===== src/rtl/reg_file_pkg.sv =====
`default_nettype none
// ----------------------------------------------------------------------------
// Module      : reg_file_pkg
// Description : Shared encodings for the load-tracking register file:
//               write-source select codes and load tracker state type.
// Revision    : 1.0 - initial release
// ----------------------------------------------------------------------------
package reg_file_pkg;

  // Write-source select encodings
  localparam logic [1:0] MS_ALU  = 2'd0;
  localparam logic [1:0] MS_REG  = 2'd1;
  localparam logic [1:0] MS_IMM  = 2'd2;
  localparam logic [1:0] MS_ZERO = 2'd3;

  // Outstanding-load tracker state
  typedef enum logic [0:0] {
    LD_IDLE = 1'b0,
    LD_BUSY = 1'b1
  } ld_state_t;

endpackage
`default_nettype wire


===== src/rtl/reg_file_ld_if.sv =====
`default_nettype none
// ----------------------------------------------------------------------------
// Module      : reg_file_ld_if
// Description : Operand/write/load bus of the register file. The master
//               drives requests, the slave (register file) returns data.
// Revision    : 1.0 - initial release
// ----------------------------------------------------------------------------
interface reg_file_ld_if #(
  parameter int WIDTH  = 8,
  parameter int ADDR_W = 3
);
  logic              i_e;
  logic [ADDR_W-1:0] i_wsel;
  logic [1:0]        i_msel;
  logic [WIDTH-1:0]  i_alu;
  logic [WIDTH-1:0]  i_reg;
  logic [WIDTH-1:0]  i_imm;
  logic [ADDR_W-1:0] i_ra_addr;
  logic [ADDR_W-1:0] i_rb_addr;
  logic [WIDTH-1:0]  o_ra;
  logic [WIDTH-1:0]  o_rb;
  logic              i_ld_issue;
  logic [ADDR_W-1:0] i_ld_addr;
  logic              i_ld_done;
  logic [WIDTH-1:0]  i_ld_data;
  logic              o_ld_busy;
  logic              o_stall;
  logic              o_ld_drop;

  modport master (
    output i_e, i_wsel, i_msel, i_alu, i_reg, i_imm, i_ra_addr, i_rb_addr,
    output i_ld_issue, i_ld_addr, i_ld_done, i_ld_data,
    input  o_ra, o_rb, o_ld_busy, o_stall, o_ld_drop
  );

  modport slave (
    input  i_e, i_wsel, i_msel, i_alu, i_reg, i_imm, i_ra_addr, i_rb_addr,
    input  i_ld_issue, i_ld_addr, i_ld_done, i_ld_data,
    output o_ra, o_rb, o_ld_busy, o_stall, o_ld_drop
  );
endinterface
`default_nettype wire


===== src/rtl/reg_file_ld_tracker.sv =====
`default_nettype none
// ----------------------------------------------------------------------------
// Module      : ld_tracker
// Description : Single outstanding-load tracker. Holds the pending register,
//               a WAW cancel flag, produces the read interlock (stall), the
//               load write enable and the dropped-load pulse.
// Revision    : 1.0 - initial release
// ----------------------------------------------------------------------------
module ld_tracker
  import reg_file_pkg::*;
#(
  parameter int ADDR_W  = 3,
  parameter int ZERO_R0 = 0
) (
  input  wire logic              clk,
  input  wire logic              rst,
  input  wire logic              i_e,
  input  wire logic [ADDR_W-1:0] i_wsel,
  input  wire logic              i_ld_issue,
  input  wire logic [ADDR_W-1:0] i_ld_addr,
  input  wire logic              i_ld_done,
  input  wire logic [ADDR_W-1:0] i_ra_addr,
  input  wire logic [ADDR_W-1:0] i_rb_addr,
  output logic                   o_ld_busy,
  output logic                   o_stall,
  output logic                   o_ld_drop,
  output logic                   o_ld_we,
  output logic [ADDR_W-1:0]      o_pend_addr
);

  ld_state_t         r_state;
  logic [ADDR_W-1:0] r_pend;
  logic              r_cancel;
  logic              r_drop;

  logic w_busy;
  logic w_null;
  logic w_hit;
  logic w_cancel_now;
  logic w_done;

  assign w_busy       = (r_state == LD_BUSY);
  // A load into a hardwired-zero r0 has no architectural effect at all.
  assign w_null       = (ZERO_R0 != 0) && (r_pend == '0);
  assign w_hit        = i_e && (i_wsel == r_pend);
  // A normal write landing on the pending register in the same cycle as the
  // return still counts as a cancel: the normal write wins.
  assign w_cancel_now = r_cancel || w_hit;
  assign w_done       = w_busy && i_ld_done;

  assign o_ld_we     = w_done && !w_cancel_now && !w_null;
  assign o_ld_busy   = w_busy;
  assign o_ld_drop   = r_drop;
  assign o_pend_addr = r_pend;
  assign o_stall     = w_busy && !r_cancel && !w_null && !i_ld_done &&
                       ((i_ra_addr == r_pend) || (i_rb_addr == r_pend));

  // Load tracker FSM with pending address, cancel flag and drop pulse
  always_ff @(posedge clk) begin
    if (rst) begin
      r_state  <= LD_IDLE;
      r_pend   <= '0;
      r_cancel <= 1'b0;
      r_drop   <= 1'b0;
    end else begin
      r_drop <= w_done && w_cancel_now && !w_null;
      case (r_state)
        LD_IDLE: begin
          if (i_ld_issue) begin
            r_state  <= LD_BUSY;
            r_pend   <= i_ld_addr;
            r_cancel <= 1'b0;
          end
        end
        LD_BUSY: begin
          if (i_ld_done) begin
            r_cancel <= 1'b0;
            if (i_ld_issue) begin
              r_pend <= i_ld_addr;
            end else begin
              r_state <= LD_IDLE;
            end
          end else begin
            r_cancel <= w_cancel_now;
          end
        end
        default: r_state <= LD_IDLE;
      endcase
    end
  end

endmodule
`default_nettype wire


===== src/rtl/reg_file_ld.sv =====
`default_nettype none
// ----------------------------------------------------------------------------
// Module      : reg_file_ld
// Description : WIDTH x DEPTH register file with muxed write source, two
//               combinational read ports with optional write bypass, and a
//               single outstanding-load tracker with interlock.
// Revision    : 1.0 - initial release
// ----------------------------------------------------------------------------
module reg_file_ld
  import reg_file_pkg::*;
#(
  parameter int WIDTH   = 8,
  parameter int DEPTH   = 8,
  parameter int ADDR_W  = $clog2(DEPTH),
  parameter int BYPASS  = 1,
  parameter int ZERO_R0 = 0
) (
  input wire logic    clk,
  input wire logic    rst,
  reg_file_ld_if.slave bus
);

  logic [WIDTH-1:0]  r_mem [DEPTH];
  logic [WIDTH-1:0]  w_wdata;
  logic              w_norm_we;
  logic              w_ld_we;
  logic [ADDR_W-1:0] w_pend;

  ld_tracker #(
    .ADDR_W  (ADDR_W),
    .ZERO_R0 (ZERO_R0)
  ) u_tracker (
    .clk         (clk),
    .rst         (rst),
    .i_e         (bus.i_e),
    .i_wsel      (bus.i_wsel),
    .i_ld_issue  (bus.i_ld_issue),
    .i_ld_addr   (bus.i_ld_addr),
    .i_ld_done   (bus.i_ld_done),
    .i_ra_addr   (bus.i_ra_addr),
    .i_rb_addr   (bus.i_rb_addr),
    .o_ld_busy   (bus.o_ld_busy),
    .o_stall     (bus.o_stall),
    .o_ld_drop   (bus.o_ld_drop),
    .o_ld_we     (w_ld_we),
    .o_pend_addr (w_pend)
  );

  // Write-source mux
  always_comb begin
    w_wdata = '0;
    case (bus.i_msel)
      MS_ALU:  w_wdata = bus.i_alu;
      MS_REG:  w_wdata = bus.i_reg;
      MS_IMM:  w_wdata = bus.i_imm;
      default: w_wdata = '0;
    endcase
  end

  assign w_norm_we = bus.i_e && !((ZERO_R0 != 0) && (bus.i_wsel == '0));

  // Read port: hardwired zero, then normal write, then load return, then array
  function automatic logic [WIDTH-1:0] f_read(
    input logic [ADDR_W-1:0] a,
    input logic [WIDTH-1:0]  stored,
    input logic              norm_we,
    input logic [ADDR_W-1:0] wsel,
    input logic [WIDTH-1:0]  wdata,
    input logic              ld_we,
    input logic [ADDR_W-1:0] pend,
    input logic [WIDTH-1:0]  ld_data
  );
    logic [WIDTH-1:0] v;
    v = stored;
    if (BYPASS != 0) begin
      if (ld_we && (pend == a))    v = ld_data;
      if (norm_we && (wsel == a))  v = wdata;
    end
    if ((ZERO_R0 != 0) && (a == '0)) v = '0;
    return v;
  endfunction

  assign bus.o_ra = f_read(bus.i_ra_addr, r_mem[bus.i_ra_addr], w_norm_we,
                           bus.i_wsel, w_wdata, w_ld_we, w_pend, bus.i_ld_data);
  assign bus.o_rb = f_read(bus.i_rb_addr, r_mem[bus.i_rb_addr], w_norm_we,
                           bus.i_wsel, w_wdata, w_ld_we, w_pend, bus.i_ld_data);

  // Storage update; normal write is applied last so it wins on a collision
  always_ff @(posedge clk) begin
    if (rst) begin
      for (int i = 0; i < DEPTH; i++) begin
        r_mem[i] <= '0;
      end
    end else begin
      if (w_ld_we) begin
        r_mem[w_pend] <= bus.i_ld_data;
      end
      if (w_norm_we) begin
        r_mem[bus.i_wsel] <= w_wdata;
      end
    end
  end

endmodule
`default_nettype wire


===== src/flat_wrapper.sv =====
// flat-port wrapper written by rule: the top's interface ports become plain ports
module reg_file_ld_flat import reg_file_pkg::*;
#(
  parameter int WIDTH   = 8,
  parameter int DEPTH   = 8,
  parameter int ADDR_W  = $clog2(DEPTH),
  parameter int BYPASS  = 1,
  parameter int ZERO_R0 = 0
)
  (clk, rst, bus_i_e, bus_i_wsel, bus_i_msel, bus_i_alu, bus_i_reg, bus_i_imm, bus_i_ra_addr, bus_i_rb_addr, bus_i_ld_issue, bus_i_ld_addr, bus_i_ld_done, bus_i_ld_data, bus_o_ra, bus_o_rb, bus_o_ld_busy, bus_o_stall, bus_o_ld_drop);
  reg_file_ld_if #(.WIDTH(WIDTH), .ADDR_W(ADDR_W)) bus_i ();
  input wire logic clk;
  input wire logic rst;
  input wire logic [$bits(bus_i.i_e)-1:0] bus_i_e;
  input wire logic [$bits(bus_i.i_wsel)-1:0] bus_i_wsel;
  input wire logic [$bits(bus_i.i_msel)-1:0] bus_i_msel;
  input wire logic [$bits(bus_i.i_alu)-1:0] bus_i_alu;
  input wire logic [$bits(bus_i.i_reg)-1:0] bus_i_reg;
  input wire logic [$bits(bus_i.i_imm)-1:0] bus_i_imm;
  input wire logic [$bits(bus_i.i_ra_addr)-1:0] bus_i_ra_addr;
  input wire logic [$bits(bus_i.i_rb_addr)-1:0] bus_i_rb_addr;
  input wire logic [$bits(bus_i.i_ld_issue)-1:0] bus_i_ld_issue;
  input wire logic [$bits(bus_i.i_ld_addr)-1:0] bus_i_ld_addr;
  input wire logic [$bits(bus_i.i_ld_done)-1:0] bus_i_ld_done;
  input wire logic [$bits(bus_i.i_ld_data)-1:0] bus_i_ld_data;
  output wire logic [$bits(bus_i.o_ra)-1:0] bus_o_ra;
  output wire logic [$bits(bus_i.o_rb)-1:0] bus_o_rb;
  output wire logic [$bits(bus_i.o_ld_busy)-1:0] bus_o_ld_busy;
  output wire logic [$bits(bus_i.o_stall)-1:0] bus_o_stall;
  output wire logic [$bits(bus_i.o_ld_drop)-1:0] bus_o_ld_drop;
  assign bus_i.i_e = bus_i_e;
  assign bus_i.i_wsel = bus_i_wsel;
  assign bus_i.i_msel = bus_i_msel;
  assign bus_i.i_alu = bus_i_alu;
  assign bus_i.i_reg = bus_i_reg;
  assign bus_i.i_imm = bus_i_imm;
  assign bus_i.i_ra_addr = bus_i_ra_addr;
  assign bus_i.i_rb_addr = bus_i_rb_addr;
  assign bus_i.i_ld_issue = bus_i_ld_issue;
  assign bus_i.i_ld_addr = bus_i_ld_addr;
  assign bus_i.i_ld_done = bus_i_ld_done;
  assign bus_i.i_ld_data = bus_i_ld_data;
  assign bus_o_ra = bus_i.o_ra;
  assign bus_o_rb = bus_i.o_rb;
  assign bus_o_ld_busy = bus_i.o_ld_busy;
  assign bus_o_stall = bus_i.o_stall;
  assign bus_o_ld_drop = bus_i.o_ld_drop;
  reg_file_ld #(.WIDTH(WIDTH), .DEPTH(DEPTH), .ADDR_W(ADDR_W), .BYPASS(BYPASS), .ZERO_R0(ZERO_R0)) u_core (.clk(clk), .rst(rst), .bus(bus_i));
endmodule

===== config.mk =====
export PLATFORM = sky130hd
export DESIGN_NAME = reg_file_ld_flat
export DESIGN_NICKNAME = d
export VERILOG_FILES = /design/src/rtl/reg_file_pkg.sv /design/src/rtl/reg_file_ld_if.sv /design/src/rtl/reg_file_ld_tracker.sv /design/src/rtl/reg_file_ld.sv /design/src/flat_wrapper.sv
export SDC_FILE = /design/constraint.sdc
export NUM_CORES = 1
export LEC_CHECK = 0
export CORE_ASPECT_RATIO = 2
export CORE_MARGIN = 2
export CORE_UTILIZATION = 55
export DETAILED_ROUTE_END_ITERATION = 7
export GPL_TIMING_DRIVEN = 0
export PLACE_DENSITY = 0.8
export SYNTH_ARGS = -nofsm -noshare
export SYNTH_HDL_FRONTEND = slang
export SYNTH_HIERARCHICAL = 1
export SYNTH_SLANG_ARGS = --single-unit

===== constraint.sdc =====
create_clock -name clk -period 2.6 [get_ports clk]
set_clock_uncertainty 0.15 [all_clocks]
set_input_delay 0.52 -clock clk [delete_from_list [all_inputs] [get_ports clk]]
set_output_delay 0.52 -clock clk [all_outputs]
set_load 0.05 [all_outputs]

* After elaboration in Yosys (flattened, before gate mapping)
Memories as Yosys holds them, arrays and structs flattened.
Cells that the tools add are included.
** Word-level totals
- Register bits :: 6
- Memory bits (writable) :: 64
- Bits of input ports :: 51
- Output and inout bits :: 19
- Memories kept :: 1
** Cells by class
- Equal/unequal tests :: 11
- Muxes and demuxes :: 28
- Bitwise logic cells :: 1
- Reductions and logical operators :: 19
** Memories
- u_core.r_mem :: words 8, width 8, read ports 2, clocked after Yosys merged registers in 0, write ports 8, line reg_file_ld.sv:23 : logic [WIDTH-1:0] r_mem [DEPTH];
** Operators by type and width (number)
- $mux W8 :: 6
- $pmux W8 S3 :: 1
- $eq A3 B3 Y1 :: 7
- $reduce_or A8 Y1 :: 2
- $mux W1 :: 14
- $mux W3 :: 4
- $logic_and A1 B1 Y1 :: 11
- $pmux W3 S2 :: 1
- $ne A2 B2 Y1 const B :: 2
- $pmux W1 S2 :: 2
- $logic_not A1 Y1 :: 3
- $eq A2 B1 Y1 const B :: 1
- $eq A2 B2 Y1 const B :: 1
- $logic_not A2 Y1 :: 1
- $logic_or A1 B1 Y1 :: 2
- $not A1 Y1 :: 1

* Depth between registers and ports, before layout
Gate-level depths: netlist of run 1.
- Depth in word-level cells :: 10
- Gate-level depth with buffers :: 8
- Depth with buffers taken out :: 7

* By module
Netlist of run 1, hierarchy kept.
** By module, submodules not included
- reg_file_ld :: times used 1, cells each 329, area an instance 4608.2 um2, seq. area each 1921.8 um2
- ld_tracker :: times used 1, cells each 40, area an instance 342.8 um2, seq. area each 120.1 um2

* Least setup slack after synthesis of run 1
OpenSTA, ideal clock, no wires.
- Path type :: register to output
- Start :: register u_core.u_tracker.r_state (netlist: u_core/u_tracker/o_ld_busy)
- End :: output bus_o_ra[0]
- Arrival :: 2381 ps
- Data required time :: 1930 ps
- Setup slack :: -451 ps
- Cell stages (with the launch flop) :: 7
- Path buffers :: 1
- Cells stage by stage :: dfxtp_1 > nand2_1 > nor3b_2 > buf_2 > nand4_2 > mux2i_1 > o21ai_1
** On the way
- Longest elaborated chain between the ends :: 5
** RTL lines
- start: declaration :: line reg_file_ld_tracker.sv:31 : ld_state_t r_state;
- start signal: assignment :: line reg_file_ld_tracker.sv:61 : r_state <= LD_IDLE;
- start signal: assignment :: line reg_file_ld_tracker.sv:70 : r_state <= LD_BUSY;
- start signal: assignment :: line reg_file_ld_tracker.sv:81 : r_state <= LD_IDLE;
- $logic_and A1 B1 Y1 :: line reg_file_ld_tracker.sv:49 : assign w_done = w_busy && i_ld_done;
- $logic_and A1 B1 Y1 :: line reg_file_ld_tracker.sv:51 : assign o_ld_we = w_done && !w_cancel_now && !w_null;
- via u_core.w_ld_we :: line reg_file_ld.sv:26 : logic w_ld_we;
- $logic_and A1 B1 Y1 :: line reg_file_ld.sv:76 : if (ld_we && (pend == a)) v = ld_data;
- $mux W8 :: line reg_file_ld.sv:76
- $mux W8 :: line reg_file_ld.sv:77 : if (norm_we && (wsel == a)) v = wdata;
- end: declaration :: line flat_wrapper.sv:26 : output wire logic [$bits(bus_i.o_ra)-1:0] bus_o_ra;
The timed path passes the listed nets, and every way through them passes these cells.

* Final worst setup path of run 1
- Start :: register u_core.u_tracker.r_pend[0] (netlist: u_core/u_tracker/o_pend_addr[0])
- End :: output bus_o_ra[7]
** On the way
- Longest elaborated chain between the ends :: 8
- Elaborated cells on any way between the ends :: 9
** RTL lines
- start: declaration :: line reg_file_ld_tracker.sv:32 : logic [ADDR_W-1:0] r_pend;
- start signal: assignment :: line reg_file_ld_tracker.sv:71 : r_pend <= i_ld_addr;
- start signal: assignment :: line reg_file_ld_tracker.sv:79 : r_pend <= i_ld_addr;
- $eq A3 B3 Y1 :: line reg_file_ld_tracker.sv:45 : assign w_hit = i_e && (i_wsel == r_pend);
- $logic_and A1 B1 Y1 :: line reg_file_ld_tracker.sv:45
- $logic_or A1 B1 Y1 :: line reg_file_ld_tracker.sv:48 : assign w_cancel_now = r_cancel || w_hit;
- $logic_not A1 Y1 :: line reg_file_ld_tracker.sv:51
- $logic_and A1 B1 Y1 :: line reg_file_ld_tracker.sv:51
- $logic_and A1 B1 Y1 * :: line reg_file_ld.sv:76
- $mux W8 * :: line reg_file_ld.sv:76
- $mux W8 * :: line reg_file_ld.sv:77
Mark *: on every way between the ends. The rest lies on a longest branch, timed or not.

==> results of run 1 <==
-- worst min-delay path by stage --
| stage | to | slack, ps |
|---|---|---|
| after floorplan | u_core/u_tracker/o_ld_drop | 330 |
| after global placement | u_core/u_tracker/r_cancel | 350 |
| after detailed placement | u_core/u_tracker/r_cancel | 350 |
| after CTS | u_core/u_tracker/r_cancel | 360 |
| after global routing | u_core/u_tracker/r_cancel | 390 |
| final | u_core/u_tracker/r_cancel | 360 |
-- layout make-up --
cell class | count | share of cell area, %
Buffer | 33 | 4.40
Clock buffer | 9 | 3.11
Clock inverter | 7 | 1.23
Inverter | 2 | 0.104
Multi-Input combinational cell | 264 | 43.9
Sequential cell | 70 | 28.4
Tap cell | 102 | 1.76
Timing Repair Buffer | 120 | 17.1
-- logic make-up after synthesis --
logic type / share of synthesized area, %
and+or+nand+nor: 8.11
AOI/OAI and AO/OA: 17.4
xor gates and xnor gates: 3.72
muxes: 25.1
buffers and inverters: 4.40
DFF: 41.2
-- state kept, by name, summed over array words and instances, names as in the netlist --
signal and count:
u_core/u_tracker/o_ld_drop 1, u_core/u_tracker/o_pend_addr 3, u_core/u_tracker/r_cancel 1, u_core/u_tracker/o_ld_busy 1, u_core/r_mem 64
-- power by group through the flow --
stage          clock, W  combinational (W)  sequential, W
2_1_floorplan         0           0.000555        0.00133
3_3_place_gp          0           0.000806        0.00134
3_5_place_dp          0           0.000823        0.00135
4_1_cts         0.00128            0.00103        0.00132
5_1_grt         0.00135            0.00111        0.00133
6_report        0.00129            0.00108        0.00133
-- repair_timing --
item / 4_1_cts / 5_1_grt
setup endpoints to repair: 129 / 147
resized for setup: 276 / 12
cloned: 3 / 0
pin swaps: 12 / 13
setup buffers: 50 / 10
-- per-stage QoR --
step                power, W  setup slack (ps)
finish               0.00370              -382
global route         0.00379              -413
floorplan            0.00189             -11.3
detailed placement   0.00217             -1560
CTS                  0.00363              -288
global placement     0.00214             -1510
-- worst register-to-register path: stages (launching register included) --
cell	delay (ps)
dfxtp_4	370
xnor2_2	130
nand4_1	120
nor3b_2	210
buf_4	170
buf_4	160
nand3b_1	360
nor4_4	360
buf_4	230
a22o_1	210
-- cell usage in the layout (no fill, tap or decap), types with 5 or more instances in the layout --
cell / count
buf_12: 6
a21oi_1: 5
buf_4: 40
o21ai_4: 13
o2bb2ai_2: 8
buf_6: 36
a22o_1: 64
nor3_4: 8
nand2b_1: 5
clkbuf_16: 11
mux4_2: 24
edfxtp_1: 64
buf_2: 9
mux2_2: 5
mux2i_1: 11
mux2_4: 11
xnor2_2: 7
mux4_1: 8
nand3_1: 5
mux2i_4: 11
nand2_1: 19
xnor2_1: 14
clkdlybuf4s50_1: 30
buf_1: 8
buf_8: 6
-- routing by layer --
metal / part of all wire [%] / vias to the layer above / global-route usage (%)
met3: 8.0 / 140 / 7.29
met5: 0 / - / 0
met4: 11 / 0 / 29.6
li1: - / 1794 / -
met1: 30 / 2148 / 39.5
met2: 51 / 388 / 65.2
-- synth_stat cells, drive strengths merged --
library cell / instances / area [um^2]
a22o: 64 / 561
edfxtp: 64 / 1920
mux4: 32 / 822
buf: 26 / 173
mux2i: 24 / 240
o21ai: 21 / 105
xnor2: 21 / 184
nand2: 20 / 75.1
mux2: 16 / 180
nor3: 8 / 71.3
o2bb2ai: 8 / 70.1
clkbuf: 7 / 37.5
nor2: 7 / 41.3
dfxtp: 6 / 120
nand2b: 6 / 37.5
a21oi: 5 / 25.0
nand3: 5 / 25.0
a311o: 4 / 40.0
nor2b: 4 / 25.0
a211o: 3 / 26.3
nand4: 3 / 31.3
a211oi: 2 / 20.0
and4: 2 / 17.5
inv: 2 / 7.51
nand3b: 2 / 15.0
nor4: 2 / 33.8
a41oi: 1 / 8.76
and2b: 1 / 7.51
nor3b: 1 / 12.5
o211ai: 1 / 7.51
or3b: 1 / 8.76
==> impl_metrics.csv, run 1 <==
group,metric,value,unit
timing,setup_viol,17,
grt,grt_usage,38.1,%
critical_path,cp-end-kind,"output pin",
place,dpl_cell_area,5880,um^2
route,vias,4470,
cells_and_area,regArea,2050,um^2
critical_path,timing.setup.critical_path_class,"flop to output pin",
timing,worst_pin_slew,962,ps
clocking,htreeDepth,3,
critical_path,cpMaxStageDelayCell,"xnor2_1",
grt,grt_max_degree,13,
cells_and_area,fin_nets,551,
critical_path,endpoint,"bus_o_ra[7]",
clocking,cts_sinks,70,
clocking,clockRootBuffer,"clkbuf_16",
cells_and_area,final_area,7240,um^2
floorplanning,fp-row-count,49,
place,dp_cells,530,
critical_path,crit_path_max_fanout,8,
timing,tns,-5460,ps
route,dr.first_iter.drc_count,486,
clocking,clkLatencyLatePin,340,ps
min_path,min_path_type,"flop to flop",
timing,hold_viol_final,0,
logic_synthesis,syn_avg_cell_area,13.4,um^2
cells_and_area,area_growth,46.3,%
grt,grt_pass1_vias,4657,
route,drt-vias-per-instance,7.36,
floorplanning,die_y,138,um
route,antenna_left,0,
floorplanning,dieArea,9820,um^2
pwr,switching_share,29.5,%
min_path,min_from,"u_core/u_tracker/o_ld_busy",
route,dr.pass1.iters,5,
pwr,share_comb_of_total_power,29.2,%
grt,antenna_found_initial,0,
pwr,p_int,0.00261,W
critical_path,path_cells,"buf_2 > xnor2_1 > nand4_4 > buf_12 > mux2i_4 > o21ai_4 > buf_8",
pwr,leakage,2.73,nW
timing,rsz0062_at_grt,"true",
pwr,power.share.sequential,35.9,%
critical_path,max_stage_delay,460,ps
pwr,switching_power,0.00109,W
timing,fin_crit_sh,115,%
logic_synthesis,synth-seq-cells,70,
timing,fmax,0.335,GHz
floorplanning,die_x,71.1,um
critical_path,crit_path_start,"u_core/u_tracker/o_pend_addr[0]",
clocking,cts_tree,"done",
critical_path,critPathBufInv,3,
critical_path,regToRegSetupSlack,-10,ps
pwr,peakVddDrop,0.000571,V
floorplanning,core_area,8890,um^2
min_path,whs_path_depth,2,
timing,layout_setup_ws,-382,ps
clocking,cts_buffers,9,
critical_path,crit_family,"buffers and inverters",
run_status,outcome,"finished with violations",
floorplanning,initial_core_util,55.7,%
critical_path,start_kind,"flop",
critical_path,reg2reg_to,"u_core/r_mem[1][4]",
place,dp_hpwl,10900,um
critical_path,crit_arrival,2310,ps
pwr,powerDensity,511,nW/um^2
job,cap_violations,0,
cells_and_area,antenna_cells,0,
logic_synthesis,yosysWarnings,6,
logic_synthesis,synth_seq_area_share,41.2,%
cells_and_area,fin_cells,607,
run_status,violations,"setup timing",
grt,gr-total-overflow,0,
pwr,clkPwrFrac,34.9,%
logic_synthesis,syn_area,4950,um^2
critical_path,rr_worst_depth,9,
timing,fin_crit,2980,ps
logic_synthesis,ys_types,45,
logic_synthesis,synthCells,369,
clocking,cts.reportedPaths.clkPinSlew,60,ps
grt,grt_pass1_wl,27100,um
place,gp_congestion,0.874,
critical_path,r2r-start,"u_core/u_tracker/o_pend_addr[2]",
timing,drv_slew,0,
floorplanning,num_io_pins,70,
timing,slew_headroom,35.4,%
cells_and_area,utilization,81.5,%
route,drc_errors,0,
route,postRouteWirelength,18900,um
critical_path,cp.depth,7,
route,wl_per_cell,31.2,um
place,io_buffers,59,
cells_and_area,drive_above_1_share,47.1,%
timing,whs,364,ps
critical_path,critical_path_required,1930,ps
clocking,hold_buffers,0,
cells_and_area,nFillCells,442,
cells_and_area,multi_input_area,3180,um^2
logic_synthesis,syn-num-nets,420,
clocking,clockBufferDepth,2,
Power figures use the tool's default switching activity.
==> run 2: changes to the inputs <==
--- a/config.mk
+++ b/config.mk
@@ -6,7 +6,7 @@
 export NUM_CORES = 1
 export LEC_CHECK = 0
 export CORE_ASPECT_RATIO = 2
-export CORE_MARGIN = 2
+export CORE_MARGIN = 8
 export CORE_UTILIZATION = 55
 export DETAILED_ROUTE_END_ITERATION = 7
 export GPL_TIMING_DRIVEN = 0
==> run 2 against run 1 <==
The flow still finishes with violations (setup timing); non-clock buffer count down 9; core utilization is 0.21 points higher; sequential power barely moved; wire length grew 0.85%; die area increased by 27%; worst hold slack improved by 7.4 ps; largest cell class unchanged; maximum frequency increased by 4.5%; cell count decreased by 1.6%; power up 2.3%; first-iteration DRC count increased by 22%; global-route usage down 9.3 points.
==> impl_metrics.csv, run 2 (synthesis results as in run 1) <==
group,metric,value,unit
route,vias,4411,
min_path,min_from,"u_core/u_tracker/o_ld_busy",
floorplanning,dieArea,12500,um^2
timing,rsz0062_at_grt,"true",
floorplanning,num_io_pins,70,
timing,fin_crit,2860,ps
critical_path,crit_path_max_fanout,7,
min_path,whs_path_depth,2,
timing,fin_crit_sh,110,%
run_status,outcome,"finished with violations",
route,postRouteWirelength,19100,um
clocking,cts_tree,"done",
grt,grt_max_degree,12,
floorplanning,die_y,150,um
cells_and_area,drive_above_1_share,47.1,%
grt,gr-total-overflow,0,
place,io_buffers,59,
route,drc_errors,0,
cells_and_area,fin_nets,542,
clocking,htreeDepth,3,
pwr,p_int,0.00271,W
critical_path,r2r-start,"u_core/u_tracker/o_pend_addr[2]",
critical_path,cp-end-kind,"output pin",
clocking,cts_sinks,70,
cells_and_area,final_area,7260,um^2
critical_path,cp.depth,9,
cells_and_area,utilization,81.7,%
critical_path,rr_worst_depth,9,
timing,hold_viol_final,0,
critical_path,regToRegSetupSlack,-40,ps
place,dpl_cell_area,5880,um^2
critical_path,cpMaxStageDelayCell,"dfxtp_4",
clocking,cts.reportedPaths.clkPinSlew,50,ps
grt,grt_pass1_wl,27000,um
clocking,cts_buffers,9,
cells_and_area,area_growth,46.7,%
place,dp_cells,530,
route,antenna_left,0,
timing,drv_slew,0,
pwr,powerDensity,521,nW/um^2
critical_path,path_cells,"xnor2_2 > nand4_1 > nor3b_4 > buf_6 > nand4_4 > buf_12 > mux2i_4 > o21ai_4 > buf_8",
run_status,violations,"setup timing",
grt,antenna_found_initial,0,
route,dr.pass1.iters,6,
pwr,peakVddDrop,0.000600,V
timing,slew_headroom,36.9,%
pwr,switching_power,0.00107,W
critical_path,reg2reg_to,"u_core/r_mem[2][2]",
timing,worst_pin_slew,947,ps
pwr,leakage,2.69,nW
pwr,share_comb_of_total_power,29.1,%
timing,whs,372,ps
cells_and_area,mostFrequentLayoutCells,"a22o_1 (64), edfxtp_1 (64), buf_4 (45)",
place,gp_congestion,0.876,
grt,grt_usage,28.8,%
floorplanning,core_area,8890,um^2
floorplanning,initial_core_util,55.7,%
clocking,clockRootBuffer,"clkbuf_16",
cells_and_area,antenna_cells,0,
floorplanning,fp-row-count,49,
cells_and_area,largest_reg_flops,64,
critical_path,crit_arrival,2190,ps
route,dr.first_iter.drc_count,594,
route,drt-vias-per-instance,7.39,
min_path,min_path_type,"flop to flop",
min_path,hold-path-endpoint,"u_core/u_tracker/r_cancel",
critical_path,critical_path_required,1930,ps
critical_path,crit_family,"buffers and inverters",
cells_and_area,top_register,"u_core/r_mem",
timing,layout_setup_ws,-255,ps
critical_path,timing.setup.critical_path_class,"flop to output pin",
place,dp_hpwl,11000,um
critical_path,critPathBufInv,3,
grt,grt_pass1_vias,4547,
cells_and_area,fin_cells,597,
timing,fmax,0.350,GHz
timing,tns,-3770,ps
pwr,power.share.sequential,35.1,%
route,wl_per_cell,32.0,um
pwr,switching_share,28.3,%
timing,setup_viol,26,
clocking,clkLatencyLatePin,330,ps
critical_path,max_stage_delay,370,ps
job,cap_violations,0,
critical_path,start_kind,"flop",
floorplanning,die_x,83.1,um
pwr,clkPwrFrac,35.8,%
clocking,clockBufferDepth,2,
-- run 2: changes by cell type in the layout (fill, tap and decap cells not counted), moves of 3 or more --
cell     delta
xnor2_4     +3
mux2_2      -5
buf_6      -13
mux2_4      +5
buf_4       +5
-- run 2: final cells by class --
cell class	instances	area [um^2]
inverter	2	7.51
sequential	70	2050
buffer	33	344
fill	454	1630
timing repair buffer	111	1110
clock buffer	9	225
multi-input combinational	264	3290
clock inverter	6	101
tap	102	128
-- run 2: worst reg2reg max path: stages, from the launching register on --
cell and delay, ps:
dfxtp_4 370, xnor2_2 140, nand4_1 120, nor3b_4 230, buf_6 160, buf_4 140, and2b_1 210, nand2b_1 270
nor3_4 500, a22o_1 220
-- run 2: layer usage --
metal | global-route usage [%] | part of all wire (%) | wire, um | up-vias
met5 | 0 | 0 | 0 | -
met2 | 48.5 | 50 | 9490 | 416
met4 | 24.9 | 9.8 | 1880 | 0
met1 | 29.0 | 30 | 5730 | 2112
li1 | - | - | - | 1769
met3 | 7.31 | 10 | 1980 | 114
-- run 2: stage by stage --
| step | total power (W) | setup slack (ps) |
|---|---|---|
| 6_report | 0.00379 | -255 |
| 3_3_place_gp | 0.00215 | -1520 |
| 2_1_floorplan | 0.00189 | -11.3 |
| 3_5_place_dp | 0.00217 | -1560 |
| 4_1_cts | 0.00369 | -175 |
| 5_1_grt | 0.00387 | -287 |
-- run 2: worst max path at each step --
| stage | startpoint | endpoint | slack, ps |
|---|---|---|---|
| finish | u_core/u_tracker/o_pend_addr[2] | bus_o_rb[4] | -260 |
| global route | u_core/u_tracker/o_pend_addr[2] | bus_o_rb[4] | -290 |
| CTS | bus_i_rb_addr[0] | bus_o_rb[7] | -170 |
| detailed placement | bus_i_ra_addr[1] | bus_o_ra[4] | -1560 |
| global placement | bus_i_ra_addr[1] | bus_o_ra[0] | -1520 |
| floorplan | bus_i_wsel[0] | bus_o_rb[0] | -10 |
-- run 2: power groups by stage --
stage	sequential [W]	combinational, W	clock (W)
6_report	0.00133	0.00110	0.00136
5_1_grt	0.00133	0.00113	0.00140
4_1_cts	0.00133	0.00102	0.00134
3_5_place_dp	0.00135	0.000824	0
3_3_place_gp	0.00134	0.000808	0
2_1_floorplan	0.00133	0.000555	0
-- run 2: timing repair --
action                                  4_1_cts  5_1_grt
endpoints found under the setup margin      141      117
hold buffers                                  0        0
pin swaps                                     9       11
gates cloned                                  3        0
buffers inserted                             42       11
gates resized for setup                     276       27
